<file path="src/rtl/fetch_stall_ctrl_pkg.sv">
// Shared fetch-side constants, FSM encoding and helpers for fetch_stall_ctrl.
package fetch_stall_ctrl_pkg;

  localparam logic [31:0] NOP_INSTR = 32'h0000_0000;
  localparam int          PC_INC    = 4;

  typedef enum logic [1:0] {
    ST_RUN   = 2'd0,
    ST_STALL = 2'd1,
    ST_GRANT = 2'd2
  } state_e;

  function automatic logic [31:0] sat_inc32(input logic [31:0] v);
    return (v == 32'hFFFF_FFFF) ? v : v + 32'd1;
  endfunction

endpackage

</file>
<file path="src/rtl/fetch_stall_ctrl_if_id_reg.sv">
// IF/ID pipeline register: flush loads a NOP bubble, enable low holds contents.
module fetch_stall_ctrl_if_id_reg
  import fetch_stall_ctrl_pkg::*;
#(
  parameter int ADDR_W  = 32,
  parameter int INSTR_W = 32
) (
  input  logic               clk_i,
  input  logic               rst_i,
  input  logic               en_i,
  input  logic               flush_i,
  input  logic [ADDR_W-1:0]  pc4_i,
  input  logic [INSTR_W-1:0] instr_i,
  output logic [ADDR_W-1:0]  pc4_o,
  output logic [INSTR_W-1:0] instr_o,
  output logic               valid_o
);

  logic [ADDR_W-1:0]  pc4_q;
  logic [INSTR_W-1:0] instr_q;
  logic               valid_q;

  // Flush wins over enable; pc4 is left as-is on flush since valid=0 marks it dead.
  always_ff @(posedge clk_i or posedge rst_i) begin
    if (rst_i) begin
      pc4_q   <= '0;
      instr_q <= INSTR_W'(NOP_INSTR);
      valid_q <= 1'b0;
    end else if (flush_i) begin
      instr_q <= INSTR_W'(NOP_INSTR);
      valid_q <= 1'b0;
    end else if (en_i) begin
      pc4_q   <= pc4_i;
      instr_q <= instr_i;
      valid_q <= 1'b1;
    end
  end

  assign pc4_o   = pc4_q;
  assign instr_o = instr_q;
  assign valid_o = valid_q;

endmodule

</file>
<file path="src/rtl/fetch_stall_ctrl.sv">
// Fetch stall/redirect control: PC, IF/ID, load-use hold with watchdog.
// Optional perf counters enabled by defining FETCH_PERF_CNT_EN.
module fetch_stall_ctrl
  import fetch_stall_ctrl_pkg::*;
#(
  parameter int                ADDR_W    = 32,
  parameter int                INSTR_W   = 32,
  parameter logic [ADDR_W-1:0] RESET_PC  = '0,
  parameter int                MAX_STALL = 3
) (
  input  logic               clk_i,
  input  logic               rst_i,
  input  logic               stall_req_i,
  input  logic               branch_taken_i,
  input  logic [ADDR_W-1:0]  branch_target_i,
  input  logic [INSTR_W-1:0] imem_instr_i,
  output logic [ADDR_W-1:0]  pc_o,
  output logic [ADDR_W-1:0]  if_id_pc4_o,
  output logic [INSTR_W-1:0] if_id_instr_o,
  output logic               if_id_valid_o,
  output logic               id_ex_bubble_o,
  output logic               stall_active_o,
  output logic               stall_overflow_o,
  output logic [31:0]        perf_stalls_o,
  output logic [31:0]        perf_flushes_o
);

  localparam logic [3:0] MAX_CNT = 4'(MAX_STALL);

  state_e            state_q;
  logic [3:0]        cnt_q;
  logic [ADDR_W-1:0] pc_q, pc_d, pc_inc;
  logic              ovf_q;
  logic              stall_act, advance;

  // GRANT forces one advance so a stuck stall_req cannot starve fetch.
  assign stall_act = ~rst_i & stall_req_i & ~branch_taken_i & (state_q != ST_GRANT);
  assign advance   = ~branch_taken_i & ~stall_act;
  assign pc_inc    = pc_q + ADDR_W'(PC_INC);

  always_comb begin
    pc_d = pc_q;
    if (branch_taken_i) pc_d = branch_target_i;
    else if (advance)   pc_d = pc_inc;
  end

  always_ff @(posedge clk_i or posedge rst_i) begin
    if (rst_i) begin
      state_q <= ST_RUN;
      cnt_q   <= '0;
      pc_q    <= RESET_PC;
      ovf_q   <= 1'b0;
    end else begin
      pc_q <= pc_d;
      if (branch_taken_i) begin
        cnt_q   <= '0;
        state_q <= ST_RUN;
      end else begin
        unique case (state_q)
          ST_RUN: begin
            if (stall_req_i) begin
              cnt_q <= 4'd1;
              if (MAX_CNT == 4'd1) begin
                state_q <= ST_GRANT;
                ovf_q   <= 1'b1;
              end else begin
                state_q <= ST_STALL;
              end
            end
          end
          ST_STALL: begin
            if (stall_req_i) begin
              cnt_q <= cnt_q + 4'd1;
              if (cnt_q + 4'd1 == MAX_CNT) begin
                state_q <= ST_GRANT;
                ovf_q   <= 1'b1;
              end
            end else begin
              cnt_q   <= '0;
              state_q <= ST_RUN;
            end
          end
          ST_GRANT: begin
            cnt_q   <= '0;
            state_q <= ST_RUN;
          end
          default: begin
            cnt_q   <= '0;
            state_q <= ST_RUN;
          end
        endcase
      end
    end
  end

  fetch_stall_ctrl_if_id_reg #(
    .ADDR_W  (ADDR_W),
    .INSTR_W (INSTR_W)
  ) u_if_id (
    .clk_i   (clk_i),
    .rst_i   (rst_i),
    .en_i    (advance),
    .flush_i (branch_taken_i),
    .pc4_i   (pc_inc),
    .instr_i (imem_instr_i),
    .pc4_o   (if_id_pc4_o),
    .instr_o (if_id_instr_o),
    .valid_o (if_id_valid_o)
  );

  assign pc_o             = pc_q;
  assign stall_active_o   = stall_act;
  assign id_ex_bubble_o   = ~rst_i & (branch_taken_i | stall_act);
  assign stall_overflow_o = ovf_q;

`ifdef FETCH_PERF_CNT_EN
  logic [31:0] perf_stalls_q, perf_flushes_q;

  always_ff @(posedge clk_i or posedge rst_i) begin
    if (rst_i) begin
      perf_stalls_q  <= '0;
      perf_flushes_q <= '0;
    end else begin
      if (stall_act)      perf_stalls_q  <= sat_inc32(perf_stalls_q);
      if (branch_taken_i) perf_flushes_q <= sat_inc32(perf_flushes_q);
    end
  end

  assign perf_stalls_o  = perf_stalls_q;
  assign perf_flushes_o = perf_flushes_q;
`else
  assign perf_stalls_o  = '0;
  assign perf_flushes_o = '0;
`endif

endmodule
</file>
<file path="config.mk">
export PLATFORM = sky130hd
export DESIGN_NAME = fetch_stall_ctrl
export DESIGN_NICKNAME = d
export VERILOG_FILES = /design/src/rtl/fetch_stall_ctrl_pkg.sv /design/src/rtl/fetch_stall_ctrl_if_id_reg.sv /design/src/rtl/fetch_stall_ctrl.sv
export SDC_FILE = /design/constraint.sdc
export NUM_CORES = 1
export LEC_CHECK = 0
export CAP_MARGIN = 20
export CELL_PAD_IN_SITES_DETAIL_PLACEMENT = 1
export CELL_PAD_IN_SITES_GLOBAL_PLACEMENT = 1
export CORE_MARGIN = 1
export CORE_UTILIZATION = 28
export CTS_BUF_LIST = sky130_fd_sc_hd__clkbuf_8 sky130_fd_sc_hd__clkbuf_16
export DETAILED_ROUTE_END_ITERATION = 6
export PLACE_DENSITY = 0.82
export SYNTH_ARGS = -nofsm -noshare
export SYNTH_HDL_FRONTEND = slang
export SYNTH_SLANG_ARGS = --single-unit
</file>
<file path="constraint.sdc">
create_clock -name clk_i -period 9.48 [get_ports clk_i]
set_input_delay 1.896 -clock clk_i [delete_from_list [all_inputs] [get_ports clk_i]]
set_output_delay 1.896 -clock clk_i [all_outputs]
set_load 0.1 [all_outputs]
</file>
==> impl_metrics.yaml <==
power_and_ir_drop:
  cellInternalPower_uw: 855
  fin_total_pwr_uw: 1620
  power.switching_uw: 762
  power.share.switching_pct: 47.1
  power.share.clock_pct: 25.4
  maximum_vdd_ir_drop_uv: 88.4
  seq_power_share_pct: 33.0
  cellPowerDensity_nw_per_um2: 210
  comb_power_share_pct: 41.6
  leakagePower_uw: 0.00308
worst_setup_path:
  cp.buffers_inverters: 4
  ff_to_ff_path_depth: 4
  path_cells: "clkdlybuf4s50_1 -> nor2b_1 -> buf_4 -> nand2_1 -> buf_4 -> nor2_1 -> clkdlybuf4s50_1"
  critPathArrivalTime_ns: 4.52
  crit_start: "stall_req_i"
  critical_path.startpoint_type: "input pin"
  critical_path_stages: 7
  criticalPathCategory: "input pin to output pin"
  critical_register_to_register_path_startpoint: "pc_o[5]"
  cpPeakStageDelay_ns: 1.15
  critical_path.slowest_cell: "sky130_fd_sc_hd__clkdlybuf4s50_1"
  critical_path.endpoint_type: "output pin"
  path_delay_family: "buffers and inverters"
  endpoint_required_time_on_the_critical_path_ns: 7.58
  worst-path-max-fanout: 37
synth:
  seq_area_frac_synth_pct: 45.5
  yosys_warnings: 0
  synth.most_common_cell: "sky130_fd_sc_hd__nand2_1"
  synth_ff_type: "sky130_fd_sc_hd__dfrtp_1"
  synth_enable_flop_cells: 0
  synth.ff_latch_count: 104
  postSynthCellCount: 647
  cell_variety_after_synth: 50
  mappedNetlistArea_um2: 5720
  synth.top_cells.by_area: "sky130_fd_sc_hd__dfrtp_1, sky130_fd_sc_hd__buf_4, sky130_fd_sc_hd__nand2_1"
  synthTopCellsByCount: "sky130_fd_sc_hd__nand2_1, sky130_fd_sc_hd__dfrtp_1, sky130_fd_sc_hd__buf_4"
  synthesis.area_per_instance_um2: 8.84
  largest_area_contributor_in_the_synthesized_netlist: "sky130_fd_sc_hd__dfrtp_1"
  netlist.area_leader.share_pct: 45.5
  async_flop_share_pct: 100
cts:
  clk_slew_on_worst_s_h_paths_ns: 0.07
  postCtsSetupRepairBufs: 0
  ctsHtreeMaxLevel: 3
  cts_root_buffer: "sky130_fd_sc_hd__clkbuf_16"
  cts.repair.resized: 0
  insertion_delay_ns: 0.35
  cts_buffers: 9
  cts.sink_count: 104
  cts_hold_repair.buffers: 0
  cts_buffer_depth: 2
  tritoncts: "yes"
finish:
  nets: 859
  post_layout_nonfiller_instances: 1059
  area_delta_synth_final_pct: 34.5
  post_route_cells_drive_above_1_share_pct: 5.17
grt:
  overflow_left_after_global_routing: 0
  global_route_wire_length_before_repair_um: 27100
  grt_use_total_pct: 17.0
  first_global_vias: 5048
  antenna_found_initial: 1
  largest_net_degree_at_the_start_of_global_routing: 58
sta:
  timing.final.crit_period_ns: 6.42
  clock_skew_after_layout_ns: 0.0113
  grt_setup_unrepaired: "false"
  number_of_endpoints_failing_setup_at_the_final_stage: 0
  totalNegativeSetupSlack_ns: 0
  fmax_mhz: 156
  slew_violations: 0
  final-hold-violation-count: 0
  layout_worst_path_cycle_share_pct: 67.7
  slew_headroom_pct: 28.5
  worst_slew_pin_slew_ns: 1.07
routing:
  num_vias: 5095
  final_antenna_net_count: 0
  post-route-drc-count: 0
  wl_per_cell_um: 16.5
  wirelength_um: 17500
  post_drt_via_cell_ratio: 4.81
  drt_first_iter_violations: 262
  drt_pass_1_iters: 4
outcome:
  result_of_the_run: "finished clean"
floorplan:
  initial_utilization_pct: 29.0
  core_area_um2: 19700
  design.die.area_um2: 21000
  die_width_um: 145
  number_of_rows_in_the_core_area: 51
  die_h_um: 145
  design.portCount: 232
worst_hold_path:
  hold_path.startpoint: "stall_overflow_o"
  hold-path-cell-count: 1
  hp-class: "register to register"
placed_design:
  place_congestion: 0.739
  dp_hpwl_um: 12300
  placed_cells_incl_taps: 1041
  portBuffers: 167
job:
  timing.max_cap.violations: 0
-- flip-flops by register name, summed over array words and instances (netlist names) --
register	count
state_q	2
stall_overflow_o	1
u_if_id.valid_o	1
u_if_id.instr_o	32
cnt_q	4
u_if_id.pc4_o	32
pc_o	32
-- metal layers --
metal  vias to the layer above  global-route usage (%)  wire, µm
met1                      2466                    20.4      7260
met5                         -                       0         0
met3                        23                    4.67      1310
met2                       175                    28.9      8660
met4                         0                    6.04       298
li1                       2431                       -         -
-- logic make-up after synthesis --
group	share of synthesized area, %
AOI/OAI and AO/OA	15.1
xor gates and xnor gates	3.68
DFF	45.5
buffers and inverters	12.5
adders and majority gates	0.657
other	0.0656
and+or+nand+nor	21.7
muxes	0.744
-- power groups by stage --
stage                     Sequential, µW  Combinational, µW  Clock (µW)
final                                535                672         411
after global routing                 542                700         439
after CTS                            535                676         426
after detailed placement             544                674           0
after global placement               541                669           0
after floorplan                      837                237           0
-- area by class of cell --
cell class / instances / area (µm²)
clock inverters: 7 / 96.3
repair buffers: 176 / 1750
flip-flops and latches: 104 / 2600
fillers: 2294 / 12000
well taps: 265 / 332
clock buffers: 9 / 225
diodes: 1 / 2.50
multi-input cells: 490 / 2650
inverters: 7 / 28.8
-- worst register-to-register path, delay by kind of cell, from the launching register on --
family / cells / cell delay (ns)
flops: 1 / 0.53
compound gates: 1 / 0.18
simple gates: 3 / 1.85
-- path summary, 6_finish.rpt --
| path | endpoint | slack [ns] |
|---|---|---|
| max | stall_active_o | 3.06 |
| min | stall_overflow_o | 0.47 |
| max reg2reg | pc_o[26] | 6.85 |
| min reg2reg | stall_overflow_o | 0.47 |
| max in group asynchronous | stall_overflow_o | 6.17 |
| min in group asynchronous | pc_o[21] | 2.06 |
-- placed cells by master (no fill, tap or decap), types with 3 or more instances in the layout --
cell type / n
sky130_fd_sc_hd__and4_1: 3
sky130_fd_sc_hd__o21ai_0: 34
sky130_fd_sc_hd__or3_1: 5
sky130_fd_sc_hd__nand2_1: 118
sky130_fd_sc_hd__or4_4: 3
sky130_fd_sc_hd__or4_1: 23
sky130_fd_sc_hd__a22oi_1: 3
sky130_fd_sc_hd__clkbuf_16: 9
sky130_fd_sc_hd__a2111oi_0: 3
sky130_fd_sc_hd__or4b_1: 4
sky130_fd_sc_hd__ha_1: 3
sky130_fd_sc_hd__a211oi_1: 3
sky130_fd_sc_hd__dfrtp_1: 104
sky130_fd_sc_hd__nand4_1: 9
sky130_fd_sc_hd__nor4_1: 3
sky130_fd_sc_hd__a31oi_1: 25
sky130_fd_sc_hd__nor2_1: 40
sky130_fd_sc_hd__xnor2_1: 19
sky130_fd_sc_hd__nor3_1: 7
sky130_fd_sc_hd__o41ai_1: 4
sky130_fd_sc_hd__a21oi_1: 39
sky130_fd_sc_hd__buf_4: 8
sky130_fd_sc_hd__conb_1: 64
sky130_fd_sc_hd__o211ai_1: 6
sky130_fd_sc_hd__xor2_1: 5
sky130_fd_sc_hd__or2_2: 4
sky130_fd_sc_hd__nor2b_1: 5
sky130_fd_sc_hd__nand3_1: 18
sky130_fd_sc_hd__o31ai_1: 16
sky130_fd_sc_hd__clkdlybuf4s50_1: 166
sky130_fd_sc_hd__inv_1: 6
-- through the flow --
step / cell area (µm²) / hold WS, ns / setup WS, ns / utilization, %
2_1_floorplan: 5950 / 0.458 / 3.43 / -
3_3_place_gp: 7340 / 0.456 / 3.09 / 37.2
3_5_place_dp: 7340 / 0.460 / 3.07 / 37.2
4_1_cts: 7660 / 0.481 / 3.06 / 38.9
5_1_grt: 7680 / 0.513 / 2.96 / 39.0
6_report: 7690 / 0.474 / 3.06 / 39.0
(Power assumes the default switching activity.)
